File: src/rtl/aes_inv_keygen_if.sv
// rtl/aes_inv_keygen_if.sv - handshake bundle between the decryption key scheduler and its consumer
interface aes_inv_keygen_if;
    logic         start;
    logic [0:127] key_in;
    logic [0:127] key_out;
    logic [0:3]   round_out;
    logic         key_valid;
    logic         key_ready;
    logic         key_last;
    logic         busy;

    modport master (
        output start, key_in, key_ready,
        input  key_out, round_out, key_valid, key_last, busy
    );

    modport slave (
        input  start, key_in, key_ready,
        output key_out, round_out, key_valid, key_last, busy
    );
endinterface

File: src/rtl/aes_inv_keygen.sv
// rtl/aes_inv_keygen.sv - AES-128 round-key scheduler emitting round keys 10 down to 0
// One shared S-box bank serves both the forward expansion and the backward walk.

module sbox (
    input  logic [7:0] i_byte,
    output logic [7:0] o_byte
);
    function automatic logic [7:0] gf_mul(input logic [7:0] a, input logic [7:0] b);
        logic [7:0] acc;
        logic [7:0] x;
        acc = 8'h00;
        x   = a;
        for (int i = 0; i < 8; i++) begin
            if (b[i]) acc = acc ^ x;
            x = {x[6:0], 1'b0} ^ (x[7] ? 8'h1b : 8'h00);
        end
        return acc;
    endfunction

    // x^254 is the multiplicative inverse in GF(2^8), and maps 0 to 0 as required
    function automatic logic [7:0] gf_inv(input logic [7:0] a);
        logic [7:0] p;
        logic [7:0] r;
        p = a;
        r = 8'h01;
        for (int i = 1; i < 8; i++) begin
            p = gf_mul(p, p);
            r = gf_mul(r, p);
        end
        return r;
    endfunction

    logic [7:0] w_inv;

    assign w_inv  = gf_inv(i_byte);
    assign o_byte = w_inv ^ {w_inv[6:0], w_inv[7]} ^ {w_inv[5:0], w_inv[7:6]}
                  ^ {w_inv[4:0], w_inv[7:5]} ^ {w_inv[3:0], w_inv[7:4]} ^ 8'h63;
endmodule

module aes_inv_keygen (
    input  logic            clk,
    input  logic            rst,
    aes_inv_keygen_if.slave bus
);
    typedef enum logic [1:0] {S_IDLE, S_EXPAND, S_EMIT} state_t;

    state_t       r_state;
    logic [0:127] r_key;
    logic [0:3]   r_round;
    logic         r_valid;
    logic         r_last;
    logic         r_busy;

    logic [0:31]  w_k0, w_k1, w_k2, w_k3;
    logic [0:31]  w_sub_src;
    logic [0:31]  w_rot;
    logic [0:31]  w_sub;
    logic [0:3]   w_rnd;
    logic [0:31]  w_rcon;
    logic [0:127] w_fwd;
    logic [0:127] w_inv;
    logic         w_hs;

    function automatic logic [7:0] rcon(input logic [0:3] r);
        case (r)
            4'd1:    return 8'h01;
            4'd2:    return 8'h02;
            4'd3:    return 8'h04;
            4'd4:    return 8'h08;
            4'd5:    return 8'h10;
            4'd6:    return 8'h20;
            4'd7:    return 8'h40;
            4'd8:    return 8'h80;
            4'd9:    return 8'h1b;
            4'd10:   return 8'h36;
            default: return 8'h00;
        endcase
    endfunction

    assign w_k0 = r_key[0:31];
    assign w_k1 = r_key[32:63];
    assign w_k2 = r_key[64:95];
    assign w_k3 = r_key[96:127];

    // Backward step recovers the old k3 as k3^k2 before it goes through T()
    assign w_sub_src = (r_state == S_EMIT) ? (w_k3 ^ w_k2) : w_k3;
    assign w_rot     = {w_sub_src[8:31], w_sub_src[0:7]};

    genvar g;
    generate
        for (g = 0; g < 4; g++) begin : g_sbox
            sbox u_sbox (
                .i_byte(w_rot[8*g +: 8]),
                .o_byte(w_sub[8*g +: 8])
            );
        end
    endgenerate

    assign w_rnd  = (r_state == S_EMIT) ? r_round : r_round + 4'd1;
    assign w_rcon = {rcon(w_rnd), 24'h000000};

    always_comb begin
        w_fwd[0:31]   = w_k0 ^ w_sub ^ w_rcon;
        w_fwd[32:63]  = w_fwd[0:31] ^ w_k1;
        w_fwd[64:95]  = w_fwd[32:63] ^ w_k2;
        w_fwd[96:127] = w_fwd[64:95] ^ w_k3;
    end

    always_comb begin
        w_inv[96:127] = w_k3 ^ w_k2;
        w_inv[64:95]  = w_k2 ^ w_k1;
        w_inv[32:63]  = w_k1 ^ w_k0;
        w_inv[0:31]   = w_k0 ^ w_sub ^ w_rcon;
    end

    assign w_hs = r_valid && bus.key_ready;

    always_ff @(posedge clk) begin
        if (rst) begin
            r_state <= S_IDLE;
            r_key   <= '0;
            r_round <= '0;
            r_valid <= 1'b0;
            r_last  <= 1'b0;
            r_busy  <= 1'b0;
        end else begin
            case (r_state)
                S_IDLE: begin
                    if (bus.start) begin
                        r_key   <= bus.key_in;
                        r_round <= '0;
                        r_busy  <= 1'b1;
                        r_state <= S_EXPAND;
                    end
                end
                S_EXPAND: begin
                    r_key   <= w_fwd;
                    r_round <= w_rnd;
                    if (w_rnd == 4'd10) begin
                        r_valid <= 1'b1;
                        r_last  <= 1'b0;
                        r_state <= S_EMIT;
                    end
                end
                S_EMIT: begin
                    if (w_hs) begin
                        if (r_round != 4'd0) begin
                            r_key   <= w_inv;
                            r_round <= r_round - 4'd1;
                            r_last  <= (r_round == 4'd1);
                        end else begin
                            r_valid <= 1'b0;
                            r_last  <= 1'b0;
                            r_busy  <= 1'b0;
                            r_state <= S_IDLE;
                        end
                    end
                end
                default: r_state <= S_IDLE;
            endcase
        end
    end

    assign bus.key_out   = r_key;
    assign bus.round_out = r_round;
    assign bus.key_valid = r_valid;
    assign bus.key_last  = r_last;
    assign bus.busy      = r_busy;
endmodule

File: src/flat_wrapper.sv
// flat-port wrapper written by rule: the top's interface ports become plain ports
module aes_inv_keygen_flat 
  (clk, rst, bus_start, bus_key_in, bus_key_ready, bus_key_out, bus_round_out, bus_key_valid, bus_key_last, bus_busy);
  aes_inv_keygen_if bus_i ();
  input  logic clk;
  input  logic rst;
  input wire logic [$bits(bus_i.start)-1:0] bus_start;
  input wire logic [$bits(bus_i.key_in)-1:0] bus_key_in;
  input wire logic [$bits(bus_i.key_ready)-1:0] bus_key_ready;
  output wire logic [$bits(bus_i.key_out)-1:0] bus_key_out;
  output wire logic [$bits(bus_i.round_out)-1:0] bus_round_out;
  output wire logic [$bits(bus_i.key_valid)-1:0] bus_key_valid;
  output wire logic [$bits(bus_i.key_last)-1:0] bus_key_last;
  output wire logic [$bits(bus_i.busy)-1:0] bus_busy;
  assign bus_i.start = bus_start;
  assign bus_i.key_in = bus_key_in;
  assign bus_i.key_ready = bus_key_ready;
  assign bus_key_out = bus_i.key_out;
  assign bus_round_out = bus_i.round_out;
  assign bus_key_valid = bus_i.key_valid;
  assign bus_key_last = bus_i.key_last;
  assign bus_busy = bus_i.busy;
  aes_inv_keygen u_core (.clk(clk), .rst(rst), .bus(bus_i));
endmodule
File: config.mk
export PLATFORM = sky130hd
export DESIGN_NAME = aes_inv_keygen_flat
export DESIGN_NICKNAME = d
export VERILOG_FILES = /design/src/rtl/aes_inv_keygen_if.sv /design/src/rtl/aes_inv_keygen.sv /design/src/flat_wrapper.sv
export SDC_FILE = /design/constraint.sdc
export NUM_CORES = 2
export LEC_CHECK = 0
export BUFFER_PORTS_ARGS = -buffer_cell sky130_fd_sc_hd__buf_2
export CAP_MARGIN = 20
export CORE_MARGIN = 1
export CORE_UTILIZATION = 61
export CTS_BUF_LIST = sky130_fd_sc_hd__clkbuf_16
export DETAILED_ROUTE_END_ITERATION = 6
export PLACE_DENSITY = 0.76
export SYNTH_ARGS = -nofsm -noshare
export SYNTH_HDL_FRONTEND = slang
export SYNTH_HIERARCHICAL = 1
export SYNTH_SLANG_ARGS = --single-unit
File: constraint.sdc
create_clock -name clk -period 24.9 [get_ports clk]
set_input_delay 4.98 -clock clk [delete_from_list [all_inputs] [get_ports clk]]
set_output_delay 4.98 -clock clk [all_outputs]
set_load 0.1 [all_outputs]
==> reports/results.tsv <==
metric	value	unit
grt_pass1_vias	62500	
hold_slack	0.519	ns
fmax	0.0468	GHz
fin_worst_skew	0.0252	ns
insertion_delay	0.54	ns
use_met1	50.2	%
cts_made_buffers	17	
yosys_warnings	6	
antenna_left	0	
clk_pin_slew	0.09	ns
wl_per_cell	21.1	um
h-tree-depth	4	
violations	DRC	
drive_gt1_share	13.5	%
status	finished with violations	
dp_hpwl	163	mm
clock_path_buffers	2	
finalWorstSetupSlack	3.54	ns
finalCriticalPeriod	21.36	ns
die_h	343	um
syn_inst	9132	
final_common_cell	xnor2_1	
die_x	343	um
globalRouteTotalUtil	36.4	%
required	25.37	ns
crit_fanout	56	
cts_setup_buffers	0	
cap_violations	0	
hold_class	reg2reg	
rsz0062_at_grt	no	
syn_area	0.0711	mm^2
postPlaceCellArea	0.0738	mm^2
use_met3	6.25	%
drv_slew	0	
initial_core_util	61.9	%
place_ws	3.97	ns
finish.instance_area	0.0745	mm^2
cts_hold_buf	0	
drc_errors	17	
crit_path_max_incr_delay	0.89	ns
drt_iter0_drc	7637	
hold_viol	0	
start_kind	flop	
worstSetupPathType	reg2reg	
port_buffers	266	
grt_max_degree	130	
cts_sinks	137	
overflow	0	
root_buffer	clkbuf_16	
layout_common_cells	1425 x xnor2_1, 1204 x nor2_1, 918 x nand2_1	
end_kind	flop	
final-setup-viol-count	0	
ioPinCount	267	
routed_wl	223	mm
coreArea	0.115	mm^2
grt_antenna_before_repair	17	
syn2layout_area_growth	4.76	%
path_common_cell	xnor2_1	
synth_seq_cells	137	
busiest_layer	met2	
cts_tree	yes	
cts_resized	0	
worstPathArrival	21.83	ns
firstDrtPassIters	7	
synth_area_leaders	xnor2_1 18%, xnor3_1 11%, nor2_1 6.4%, xor2_1 5.4%, nand2_1 4.8%	
tightest_slew	1.17	ns
ys_async_sr_fraction	0	%
synth_edf_count	0	
synth_nets	9301	
layout.nets	9196	
ys_seq_area_share	3.86	%
ys.flop_type	dfxtp_1	
die_area	0.118	mm^2
rows	124	
yosysTopAreaCell	xnor2_1	
vias_per_cell	6.46	
gp_congestion	0.966	
setup_tns	0	ns
slowest_stage	xor2_1	
num_vias	68200	
grt_pass1_wl	350	mm
slew-limit-headroom	21.9	%
grtUsageMet2	56.6	%
yosysTopAreaCellShare	18.3	%
fin_crit_sh	85.8	%
syn_area_per_cell	7.79	um^2
synth_cell_types	123	
final timing paths:
path	startpoint	to	slack [ns]	cells after the start
worst max-delay path	u_core/r_state[0]	u_core/bus.key_out[118]	3.54	60
worst min register to register	u_core/bus.key_out[127]	u_core/bus.key_out[127]	0.52	2
worst max register to register	u_core/r_state[0]	u_core/bus.key_out[118]	3.54	60
worst min-delay path	u_core/bus.key_out[127]	u_core/bus.key_out[127]	0.52	2
metal layers:
layer	routed length [um]	vias up
met5	76	-
met4	8750	12
met3	22700	516
met2	99000	3543
met1	92500	32400
li1	-	31700
cell type report:
class / count / area (um^2)
antenna: 9 / 22.5
clock buffer: 17 / 425
clock inverter: 15 / 201
fill: 10100 / 40500
inverter: 105 / 395
multi-input combinational: 8231 / 65400
sequential: 137 / 2740
tap: 1512 / 1890
timing repair buffer: 535 / 3380
kinds of logic after synthesis:
logic type / count (synthesis) / synth area share, %
adder cells (fa/ha/maj): 41 / 0.707
AND/OR/NAND/NOR: 3256 / 21.0
XOR/XNOR: 2687 / 46.5
multiplexers: 299 / 4.46
AO/OA/AOI/OAI: 1948 / 18.5
flip-flops: 137 / 3.86
buffers and inverters: 764 / 4.96
sequential cells by signal, indices dropped and copies added, names as in the netlist:
signal,count
u_core/bus.round_out,4
u_core/bus.key_out,128
u_core/bus.busy,1
u_core/bus.key_valid,1
u_core/r_state,2
u_core/bus.key_last,1
critical path, delay by kind of cell (launching register included):
kind                       cells  cell delay (ns)
xor gates and xnor gates      21             9.56
muxes                          2             0.69
AOI/OAI and AO/OA             16             4.27
and+or+nand+nor               13             3.06
adders and majority gates      3             1.54
DFF                            1             0.37
buffers and inverters          5             1.73
synthesized netlist by cell type (131+ instances only):
| cell | number |
|---|---|
| a21oi_1 | 522 |
| buf_2 | 131 |
| clkbuf_1 | 369 |
| dfxtp_1 | 137 |
| mux2i_1 | 238 |
| nand2_1 | 918 |
| nand3_1 | 194 |
| nor2_1 | 1209 |
| nor3_1 | 240 |
| o21ai_0 | 326 |
| xnor2_1 | 1485 |
| xnor2_2 | 176 |
| xnor3_1 | 358 |
| xor2_1 | 440 |
stage by stage:
stage | std cells | util [%]
global route | 10600 | 64.8
detailed placement | 10500 | 64.2
finish | 10600 | 64.8
floorplan | 9132 | -
CTS | 10500 | 64.7
global placement | 10500 | 64.1
Power is not shown: default switching activity piles up to over one toggle a cycle in this logic, so the estimate is an artifact.
